**src/rtl/pll_seq_pkg.sv**
```systemverilog
// Shared definitions for the PLL lock sequencer.
// Contents: state encoding, which is also driven out on state_dbg, and the
// widths of the state and retry counter fields.
package pll_seq_pkg;

   localparam int STATE_W = 3;
   localparam int RETRY_W = 4;

   typedef enum logic [STATE_W-1:0] {
      PLL_RST   = 3'd0,
      WAIT_LOCK = 3'd1,
      STABLE    = 3'd2,
      RUN       = 3'd3,
      FAIL      = 3'd4
   } pll_state_t;

endpackage : pll_seq_pkg

```
**src/rtl/sync_2ff.sv**
```systemverilog
// Two-flop synchronizer for asynchronous level inputs.
// Ports:
//   clock : destination clock
//   reset : synchronous active-high clear of both stages
//   d     : asynchronous input bus (each bit is synchronized independently)
//   q     : synchronized output, two clock cycles behind d
module sync_2ff #(
   parameter int WIDTH = 1
) (
   input  logic             clock,
   input  logic             reset,
   input  logic [WIDTH-1:0] d,
   output logic [WIDTH-1:0] q
);

   logic [WIDTH-1:0] meta_r;
   logic [WIDTH-1:0] sync_r;

   // Two register stages; the first may go metastable, the second settles it.
   always_ff @(posedge clock) begin
      if (reset) begin
         meta_r <= '0;
         sync_r <= '0;
      end else begin
         meta_r <= d;
         sync_r <= meta_r;
      end
   end

   assign q = sync_r;

endmodule : sync_2ff

```
**src/rtl/pll_lock_sequencer.sv**
```systemverilog
// PLL startup and supervision sequencer, clocked by the board reference clock.
// Holds the PLL in reset, waits for LOCK, qualifies it for a stable window and
// then releases the design reset. Retries the PLL on lock timeout and falls
// back to bypass (or stays in reset) after the retry budget is spent.
// Ports:
//   clock        : reference clock
//   reset        : synchronous active-high reset
//   pll_lock     : PLL LOCK, asynchronous to clock
//   pll_resetb   : PLL RESETB, active-low
//   pll_bypass   : PLL BYPASS
//   design_reset : active-high reset for the PLL clock domain logic
//   ready        : high only in RUN
//   error        : high only in FAIL
//   lock_lost    : sticky flag, set when lock drops while running
//   retry_count  : attempts made beyond the first
//   state_dbg    : current state encoding
module pll_lock_sequencer
   import pll_seq_pkg::*;
#(
   parameter int RESET_CYCLES   = 16,
   parameter int LOCK_TIMEOUT   = 65536,
   parameter int STABLE_CYCLES  = 1024,
   parameter int MAX_RETRIES    = 3,
   parameter int BYPASS_ON_FAIL = 1,
   parameter int CNT_W          = 17
) (
   input  logic               clock,
   input  logic               reset,
   input  logic               pll_lock,
   output logic               pll_resetb,
   output logic               pll_bypass,
   output logic               design_reset,
   output logic               ready,
   output logic               error,
   output logic               lock_lost,
   output logic [RETRY_W-1:0] retry_count,
   output logic [STATE_W-1:0] state_dbg
);

   localparam logic [CNT_W-1:0]   RST_LAST     = CNT_W'(RESET_CYCLES - 1);
   localparam logic [CNT_W-1:0]   TIMEOUT_LAST = CNT_W'(LOCK_TIMEOUT - 1);
   localparam logic [CNT_W-1:0]   STABLE_LAST  = CNT_W'(STABLE_CYCLES - 1);
   localparam logic [RETRY_W-1:0] RETRY_MAX    = RETRY_W'(MAX_RETRIES);
   localparam logic               BYPASS_EN    = (BYPASS_ON_FAIL != 0);

   pll_state_t         state_r;
   pll_state_t         state_s;
   logic [CNT_W-1:0]   cnt_r;
   logic [CNT_W-1:0]   cnt_s;
   logic [RETRY_W-1:0] retry_r;
   logic [RETRY_W-1:0] retry_s;
   logic               lost_r;
   logic               lost_s;
   logic [0:0]         lock_s;

   sync_2ff #(
      .WIDTH (1)
   ) u_lock_sync (
      .clock (clock),
      .reset (reset),
      .d     (pll_lock),
      .q     (lock_s)
   );

   // Next-state, counter, retry and sticky-flag logic.
   always_comb begin
      state_s = state_r;
      cnt_s   = cnt_r;
      retry_s = retry_r;
      lost_s  = lost_r;
      case (state_r)
         PLL_RST: begin
            if (cnt_r == RST_LAST) begin
               cnt_s   = '0;
               state_s = WAIT_LOCK;
            end else begin
               cnt_s = cnt_r + 1'b1;
            end
         end
         WAIT_LOCK: begin
            // Lock takes priority over a timeout in the same cycle.
            if (lock_s[0]) begin
               cnt_s   = '0;
               state_s = STABLE;
            end else if (cnt_r == TIMEOUT_LAST) begin
               cnt_s = '0;
               // Retry budget exhausted: retry_r never exceeds RETRY_MAX.
               if (retry_r == RETRY_MAX) begin
                  state_s = FAIL;
               end else begin
                  retry_s = retry_r + 1'b1;
                  state_s = PLL_RST;
               end
            end else begin
               cnt_s = cnt_r + 1'b1;
            end
         end
         STABLE: begin
            if (!lock_s[0]) begin
               cnt_s   = '0;
               state_s = WAIT_LOCK;
            end else if (cnt_r == STABLE_LAST) begin
               cnt_s   = '0;
               state_s = RUN;
            end else begin
               cnt_s = cnt_r + 1'b1;
            end
         end
         RUN: begin
            // Lock loss re-qualifies without resetting the PLL.
            if (!lock_s[0]) begin
               cnt_s   = '0;
               lost_s  = 1'b1;
               state_s = WAIT_LOCK;
            end else begin
               cnt_s = cnt_r;
            end
         end
         FAIL: begin
            state_s = FAIL;
         end
         default: begin
            cnt_s   = '0;
            state_s = PLL_RST;
         end
      endcase
   end

   // State/counter registers; outputs are registered from the next state so
   // they change in the same cycle the new state becomes visible.
   always_ff @(posedge clock) begin
      if (reset) begin
         state_r      <= PLL_RST;
         cnt_r        <= '0;
         retry_r      <= '0;
         lost_r       <= 1'b0;
         pll_resetb   <= 1'b0;
         pll_bypass   <= 1'b0;
         design_reset <= 1'b1;
         ready        <= 1'b0;
         error        <= 1'b0;
      end else begin
         state_r      <= state_s;
         cnt_r        <= cnt_s;
         retry_r      <= retry_s;
         lost_r       <= lost_s;
         pll_resetb   <= (state_s != PLL_RST);
         pll_bypass   <= (state_s == FAIL) && BYPASS_EN;
         design_reset <= !((state_s == RUN) || ((state_s == FAIL) && BYPASS_EN));
         ready        <= (state_s == RUN);
         error        <= (state_s == FAIL);
      end
   end

   assign lock_lost   = lost_r;
   assign retry_count = retry_r;
   assign state_dbg   = state_r;

endmodule : pll_lock_sequencer

```
**config.mk**
```make
export PLATFORM = sky130hd
export DESIGN_NAME = pll_lock_sequencer
export DESIGN_NICKNAME = d
export VERILOG_FILES = /design/src/rtl/pll_seq_pkg.sv /design/src/rtl/sync_2ff.sv /design/src/rtl/pll_lock_sequencer.sv
export SDC_FILE = /design/constraint.sdc
export NUM_CORES = 1
export LEC_CHECK = 0
export BUFFER_PORTS_ARGS = -buffer_cell sky130_fd_sc_hd__buf_2
export CORE_MARGIN = 5
export CORE_UTILIZATION = 60
export DETAILED_ROUTE_END_ITERATION = 12
export PLACE_DENSITY = 0.89
export SYNTH_ARGS = -nofsm -noshare
export SYNTH_HDL_FRONTEND = slang
export SYNTH_SLANG_ARGS = --single-unit
```
**constraint.sdc**
```tcl
create_clock -name clock -period 6 [get_ports clock]
set_input_delay 1.2 -clock clock [delete_from_list [all_inputs] [get_ports clock]]
set_output_delay 1.2 -clock clock [all_outputs]
set_load 0.1 [all_outputs]
```
======== After elaboration in Yosys (flattened, before gate mapping) ========
Index checks and enable logic that the tools add are counted.
cells by class
  bitwise gates (word level) .............. 3
  reductions and logical operators ........ 7
  eq/ne operators ......................... 11
  muxes and demuxes ....................... 15
  $add $sub $neg .......................... 2
operator list
  cell                                                                number
  17-bit 2-to-1 mux                                                   6
  17-bit case mux with 5 select lines                                 1
  3-bit 2-to-1 mux                                                    7
  17-bit by 1-bit adder with 17-bit output (second input constant)    1
  17-bit by 10-bit == test with 1-bit output (second input constant)  1
  17-bit by 16-bit == test with 1-bit output (second input constant)  1
  17-bit by 4-bit == test with 1-bit output (second input constant)   1
  3-bit case mux with 5 select lines                                  1
  3-bit by 2-bit == test with 1-bit output (second input constant)    3
  3-bit == test (second input constant)                               2
  4-bit by 1-bit adder with 4-bit output (second input constant)      1
  4-bit by 2-bit == test with 1-bit output (second input constant)    1
  2-bit AND reduction                                                 2
  4-bit AND reduction                                                 1
  3-bit by 1-bit == test with 1-bit output (second input constant)    1
  3-bit zero test                                                     1
  1-bit inverter                                                      3
  3-bit nonzero test                                                  1
  2-bit != test (second input constant)                               1
  1-bit zero test                                                     1
  1-bit logical OR                                                    1
word-level totals
  word-level logic and storage cells ...... 48
  register bits ........................... 31
  input bits .............................. 3

======== Logic depth before layout (Yosys ltp) ========
Gate-level depths: netlist (run 1).
  word-level depth ........................ 8
  depth in mapped cells ................... 11

======== Cells and area by module ========
A second synthesis (run 1) with hierarchy kept.
second synthesis, totals
  cell total of the unflattened synthesis .. 160
  area, all modules ....................... 1602.8 sq um
by module, submodules not included
  module              cells each  area each (sq um)  instances  seq. area each (sq um)
  pll_lock_sequencer  156         1550.2             1          580.6
  sync_2ff            4           52.6               1          40.0

======== Worst setup path after synthesis (run 1) ========
Ideal clock, no wire load.
  kind .................................... reg-to-output
  start ................................... reg, netlist name error
  end ..................................... out pll_bypass
  required time ........................... 4800 ps
  setup slack ............................. 3444 ps
  arrival time ............................ 1356 ps
  cell stages (with the launch flop) ...... 2
  cell sequence ........................... dfxtp_1 buf_4
RTL lines
  item              line                      source
  end: declaration  pll_lock_sequencer.sv:31  output logic pll_bypass,

======== Worst setup path in the final report (run 1) ========
  start ................................... reg state_r[0] (netlist: state_dbg[0])
  end ..................................... out state_dbg[0]
RTL lines
  item                      line                       source
  start: declaration        pll_lock_sequencer.sv:46   pll_state_t state_r;
  start signal: assignment  pll_lock_sequencer.sv:143  state_r <= state_s;
  end: declaration          pll_lock_sequencer.sv:37   output logic [STATE_W-1:0] state_dbg
No word-level cell between the ends.

==> qor.tcl, run 1 <==
set qor(dieHeight_um) 60.0
set qor(clkLatencyLatePin_ns) 0.33
set qor(worst-endpoint-required_ns) 4.80
set qor(fraction_of_layout_cells_with_a_size_suffix_above_1) 0.157
set qor(synth_seq_area_share) 0.413
set qor(mappedNetlistArea_mm2) 0.00150
set qor(syn-num-nets) 182
set qor(numClockSinks) 31
set qor(ys_top_cells_by_area) {sky130_fd_sc_hd__dfxtp_1, sky130_fd_sc_hd__nor2_1, sky130_fd_sc_hd__xnor2_1}
set qor(synth-main-ff-cell) {sky130_fd_sc_hd__dfxtp_1}
set qor(post_route_drc_violation_count) 0
set qor(yosys_warnings) 0
set qor(netlist_top_cells_count) {sky130_fd_sc_hd__nor2_1, sky130_fd_sc_hd__dfxtp_1, sky130_fd_sc_hd__nand2_1}
set qor(synth-edff-count) 0
set qor(r2r_cells) 10
set qor(rr_endpoint) {cnt_r[14]}
set qor(std_cell_rows) 18
set qor(synth.largest_area_cell) {sky130_fd_sc_hd__dfxtp_1}
set qor(initial_antenna_violation_count) 0
set qor(wire_length_of_the_first_global_routing_pass_um) 4800
set qor(synth_seq_cells) 31
set qor(critPathBufInv) 1
set qor(gr-total-overflow) 0
set qor(fin_crit_ns) 2.60
set qor(worst_hold_path_cells) 1
set qor(regArea_um2) 621
set qor(final-max-slew-violation-count) 0
set qor(path_delay_family) {flip-flops}
set qor(cp_data_arrival_time_ns) 1.40
set qor(finalNetCount) 197
set qor(drv.max_cap_violation_count) 0
set qor(cts_htree_levels) 2
set qor(routed_wirelength_um) 2860
set qor(relative_slew_margins) 0.676
set qor(place_area_mm2) 0.00156
set qor(synthesis.instances) 175
set qor(dr_total_vias) 1248
set qor(cts_hold_repair.buffers) 0
set qor(place.gp.congestion) 0.873
set qor(layout.core_utilization) 0.662
set qor(place.port_buffers) 15
set qor(hold_end) {u_lock_sync.q}
set qor(setup-violations-final) 0
set qor(grt_pass1_vias) 1152
set qor(skew_ns) 0.0118
set qor(tritoncts) {built}
set qor(diodes) 0
set qor(synth.top_cell.area_share) 0.413
set qor(pin_count) 16
set qor(total_power_mw) 0.334
set qor(postLayoutCellArea_mm2) 0.00161
set qor(synth_async_reset_ratio) 0
set qor(r2r_setup_slack_ns) 3.85
set qor(worst_setup_path_start_kind) {flip-flop}
set qor(r2r_start) {cnt_r[4]}
set qor(final.setup.tns_ns) 0
set qor(dr.pass1.iters) 4
set qor(rsz0062_at_grt) {false}
set qor(startpoint_of_the_tightest_hold_check_path) {u_lock_sync.meta_r}
set qor(post_detailed_placement_half_perimeter_wirelength_um) 2070
set qor(part_of_the_cycle_the_worst_path_needs) 0.433
set qor(globalRouteTotalUtil) 0.177
set qor(worst_path_max_delay_cell) {sky130_fd_sc_hd__dfxtp_1}
set qor(total_leakage_power_nw) 0.627
set qor(hold_path.class) {flip-flop to flip-flop}
set qor(core-area_mm2) 0.00243
set qor(die_width_um) 60.0
set qor(max_slew.worst_pin.slew_ns) 0.489
set qor(power.density_cell_area_mw_per_mm2) 207
set qor(worstSetupPathType) {flip-flop to output pin}
set qor(number_of_failing_hold_endpoints_at_the_final_stage) 0
set qor(fin_hold_ws_ns) 0.435
set qor(synth.avg_cell_area_um2) 8.58
set qor(max_stage_delay_ns) 0.56
set qor(clockBufferDepth) 2
set qor(post_cts.resized_instances) 0
set qor(ratio_of_routed_vias_to_standard_cells) 5.65
set qor(floorplan.initialDensity) 0.617
set qor(postRouteAntennaNets) 0
set qor(post_cts_buffers) 0
set qor(drt_first_iter_violations) 81
set qor(crit_path_max_fanout) 11
set qor(avgRoutedWirePerCell_um) 12.9
set qor(yosys.cell_count.top_type) {sky130_fd_sc_hd__nor2_1}
set qor(timing.fmax_ghz) 0.385
set qor(grt_start_max_net_pins) 17
set qor(clk_root_buffer_cell) {sky130_fd_sc_hd__clkbuf_4}
set qor(nFillCells) 198
set qor(cts-buffers-inserted) 5
set qor(setup.worst_path.end_class) {output pin}
set qor(peak_supply_drop_uv) 143
set qor(chain_of_cells_forming_the_critical_path) {buf_2}
set qor(multiInputGateArea_um2) 796
set qor(total_die_area_mm2) 0.00360
set qor(flow.area_growth_from_synthesis_pct) 7.17
set qor(run_status) {complete, no violations}
set qor(post_synth_num_cell_types) 38
set qor(worst_setup_hold_path_clk_slew_ns) 0.09
==> registers in the layout, summed over array words and instances, names as in the netlist <==
name and cells:
retry_count 4, state_dbg 3, u_lock_sync.meta_r 1, ready 1, error 1, lock_lost 1
design_reset 1, cnt_r 17, pll_resetb 1, u_lock_sync.q 1
==> layer usage <==
metal	routed length (µm)	track usage	up-vias
met5	0	0	-
met3	187	0.0475	7
li1	-	-	625
met1	1230	0.209	569
met2	1370	0.282	47
met4	60	0.108	0
==> report_power, final <==
part           switching (mW)  internal [mW]  total, mW
Sequential            0.00224          0.208      0.210
Combinational         0.00706        0.00449     0.0116
Clock                  0.0663         0.0455      0.112
Total                  0.0756          0.258      0.334
==> worst max path at each step <==
stage | start | end | slack (ns) | cells past startpoint
floorplan | error | pll_bypass | 3.44 | 1
global placement | reset | design_reset | 3.73 | 5
detailed placement | reset | design_reset | 3.68 | 5
CTS | state_dbg[0] | state_dbg[0] | 3.42 | 1
global route | state_dbg[2] | state_dbg[2] | 3.35 | 1
finish | state_dbg[0] | state_dbg[0] | 3.40 | 1
==> layout make-up <==
class                           count  area share
Clock buffer                        7      0.0280
Inverter                            8      0.0187
Tap cell                           30      0.0233
Clock inverter                      1     0.00311
Multi-Input combinational cell    129       0.495
Sequential cell                    31       0.386
Timing Repair Buffer               15      0.0467
==> kinds of logic after synthesis <==
kind of cell,count (synthesis),synth area share
compound gates,17,0.0825
xor+xnor,17,0.0992
fa+ha+maj,4,0.0333
buf+inv,15,0.0567
flops,31,0.413
simple gates,91,0.315
==> per-stage QoR <==
| stage | worst slack (ns) | std cells |
|---|---|---|
| floorplan | 3.44 | 175 |
| global placement | 3.73 | 213 |
| detailed placement | 3.68 | 213 |
| CTS | 3.42 | 221 |
| global route | 3.35 | 221 |
| finish | 3.40 | 221 |
==> layout by cell type (no fill, tap or decap), drive strengths merged, types with 5 or more instances in the layout <==
| master | count |
|---|---|
| xnor2 | 13 |
| nor2 | 34 |
| a21oi | 5 |
| buf | 15 |
| nor3 | 10 |
| dfxtp | 31 |
| clkbuf | 7 |
| inv | 8 |
| and3 | 5 |
| nand2 | 17 |
| nand3 | 5 |
No activity file was read; power rests on OpenSTA's default activity.
==> run 2, diff against run 1 <==
CORE_UTILIZATION = 51   (was 60)
PLACE_DENSITY = 0.81   (was 0.89)
clock period = 2.3 ns   (was 6 ns; I/O delays follow)
==> run 2 against run 1 <==
Clock power rose to 4.0 times the previous value. Wire length shrank 2.3%. Register-to-register slack worse by 3.6 ns. Combinational power rose to 2.5 times the previous value. Core utilization shrank 6.9 points. First-iteration DRC count increased by 26%. Critical path depth grew 9. Critical endpoint is now cnt_r[12]. Sequential share of layout area down 0.83 points. Clock skew is 0.0018 ns higher. Die area up 15%. Via count decreased by 1.8%.
==> qor.tcl, run 2 (same netlist as run 1, synthesis figures left out) <==
set qor(run_status) {complete, no violations}
set qor(post_cts.resized_instances) 0
set qor(dieHeight_um) 64.3
set qor(globalRouteTotalUtil) 0.156
set qor(worst-endpoint-required_ns) 2.52
set qor(fin_crit_ns) 2.09
set qor(cts-buffers-inserted) 5
set qor(cts_htree_levels) 2
set qor(clk_root_buffer_cell) {sky130_fd_sc_hd__clkbuf_4}
set qor(worst_path_max_delay_cell) {sky130_fd_sc_hd__dfxtp_1}
set qor(finalNetCount) 197
set qor(final-max-slew-violation-count) 0
set qor(max_stage_delay_ns) 0.40
set qor(post_detailed_placement_half_perimeter_wirelength_um) 2040
set qor(placedCellCount) 214
set qor(crit_start) {cnt_r[5]}
set qor(setup.worst_path.end_class) {flip-flop}
set qor(postRouteAntennaNets) 0
set qor(total_power_mw) 1.02
set qor(worst_setup_path_start_kind) {flip-flop}
set qor(timing.fmax_ghz) 0.478
set qor(cts_hold_repair.buffers) 0
set qor(ratio_of_routed_vias_to_standard_cells) 5.52
set qor(nFillCells) 255
set qor(worst_setup_hold_path_clk_slew_ns) 0.10
set qor(die_width_um) 64.3
set qor(clkLatencyLatePin_ns) 0.34
set qor(clockBufferDepth) 2
set qor(dr_total_vias) 1226
set qor(total_die_area_mm2) 0.00413
set qor(wire_length_of_the_first_global_routing_pass_um) 5100
set qor(numClockSinks) 31
set qor(startpoint_of_the_tightest_hold_check_path) {pll_lock}
set qor(tritoncts) {built}
set qor(dr.pass1.iters) 5
set qor(post_cts_buffers) 0
set qor(place.port_buffers) 15
set qor(pin_count) 16
set qor(r2r_start) {cnt_r[5]}
set qor(fraction_of_layout_cells_with_a_size_suffix_above_1) 0.173
set qor(drt_first_iter_violations) 102
set qor(flow.area_growth_from_synthesis_pct) 9.75
set qor(r2r_cells) 10
set qor(layout.cells.most_common_list) {sky130_fd_sc_hd__nor2_1, sky130_fd_sc_hd__dfxtp_1, sky130_fd_sc_hd__nand2_1, sky130_fd_sc_hd__buf_2, sky130_fd_sc_hd__xnor2_1}
set qor(floorplan.initialDensity) 0.540
set qor(place.gp.congestion) 0.846
set qor(largest_reg_flops) 17
set qor(chain_of_cells_forming_the_critical_path) {and4_4 > nand2_1 > nor2_1 > and3_1 > ha_1 > inv_1 > a22oi_1 > or3_1 > o211a_4 > nor2_1}
set qor(max_slew.worst_pin.slew_ns) 0.488
set qor(final_critical_path_setup_slack_ns) 0.207
set qor(cp_data_arrival_time_ns) 2.31
set qor(fin_hold_ws_ns) 0.340
set qor(final.setup.tns_ns) 0
set qor(grt_pass1_vias) 1204
set qor(post_route_drc_violation_count) 0
set qor(pre_cts_ws_ns) 0.224
set qor(most_used_cell_along_the_critical_path) {sky130_fd_sc_hd__nor2_1}
set qor(initial_antenna_violation_count) 0
set qor(regMostFlops) {cnt_r}
set qor(hold_path.class) {input pin to flip-flop}
set qor(grt_start_max_net_pins) 17
set qor(std_cell_rows) 19
set qor(power.density_cell_area_mw_per_mm2) 620
set qor(worstSetupPathType) {flip-flop to flip-flop}
set qor(routed_wirelength_um) 2790
set qor(crit_path_max_fanout) 16
set qor(rr_endpoint) {cnt_r[12]}
set qor(total_leakage_power_nw) 0.646
set qor(r2r_setup_slack_ns) 0.21
set qor(peak_supply_drop_uv) 607
set qor(cell_count_final_fillers_out) 222
set qor(gr-total-overflow) 0
set qor(number_of_failing_hold_endpoints_at_the_final_stage) 0
set qor(layout.core_utilization) 0.592
set qor(avgRoutedWirePerCell_um) 12.6
set qor(diodes) 0
set qor(setup-violations-final) 0
set qor(mostFrequentLayoutCell) {sky130_fd_sc_hd__nor2_1}
set qor(relative_slew_margins) 0.677
set qor(skew_ns) 0.0136
set qor(place_area_mm2) 0.00156
set qor(rsz0062_at_grt) {false}
set qor(postLayoutCellArea_mm2) 0.00165
set qor(critical_path.endpoint) {cnt_r[12]}
set qor(drv.max_cap_violation_count) 0
set qor(core-area_mm2) 0.00278
set qor(part_of_the_cycle_the_worst_path_needs) 0.910
==> run 2: per-layer routing <==
metal | vias up | part of all wire | global-route usage
met1 | 568 | 0.45 | 0.172
met2 | 28 | 0.47 | 0.251
met5 | - | 0 | 0
met3 | 7 | 0.057 | 0.0665
met4 | 0 | 0.021 | 0.0865
li1 | 623 | - | -
==> run 2: critical path: cells and delay by family (launching register included) <==
family / cells / cell delay, ns
AND/OR/NAND/NOR: 6 / 0.98
buffers and inverters: 1 / 0.05
adder cells (fa/ha/maj): 1 / 0.16
flip-flops: 1 / 0.40
AO/OA/AOI/OAI: 2 / 0.39
==> run 2: worst min-delay path by stage <==
stage	end	depth (start not counted)
floorplan	u_lock_sync.q	1
global placement	u_lock_sync.q	1
detailed placement	u_lock_sync.q	1
CTS	u_lock_sync.meta_r	2
global route	u_lock_sync.meta_r	2
finish	u_lock_sync.meta_r	2
==> run 2: area by class of cell <==
class / count / area (µm²) / area share
multi-input combinational: 129 / 796 / 0.483
sequential: 31 / 622 / 0.377
timing repair buffer: 15 / 75.1 / 0.0456
clock buffer: 6 / 51.3 / 0.0311
tap: 31 / 38.8 / 0.0235
clock inverter: 2 / 35.0 / 0.0213
inverter: 8 / 30.0 / 0.0182
==> run 2: power breakdown <==
group          total [mW]  switching, mW  leakage, nW  internal (mW)
clock network       0.445          0.188       0.0482          0.257
registers           0.548        0.00564        0.251          0.543
logic              0.0292         0.0175        0.347         0.0117
total                1.02          0.211        0.646          0.811
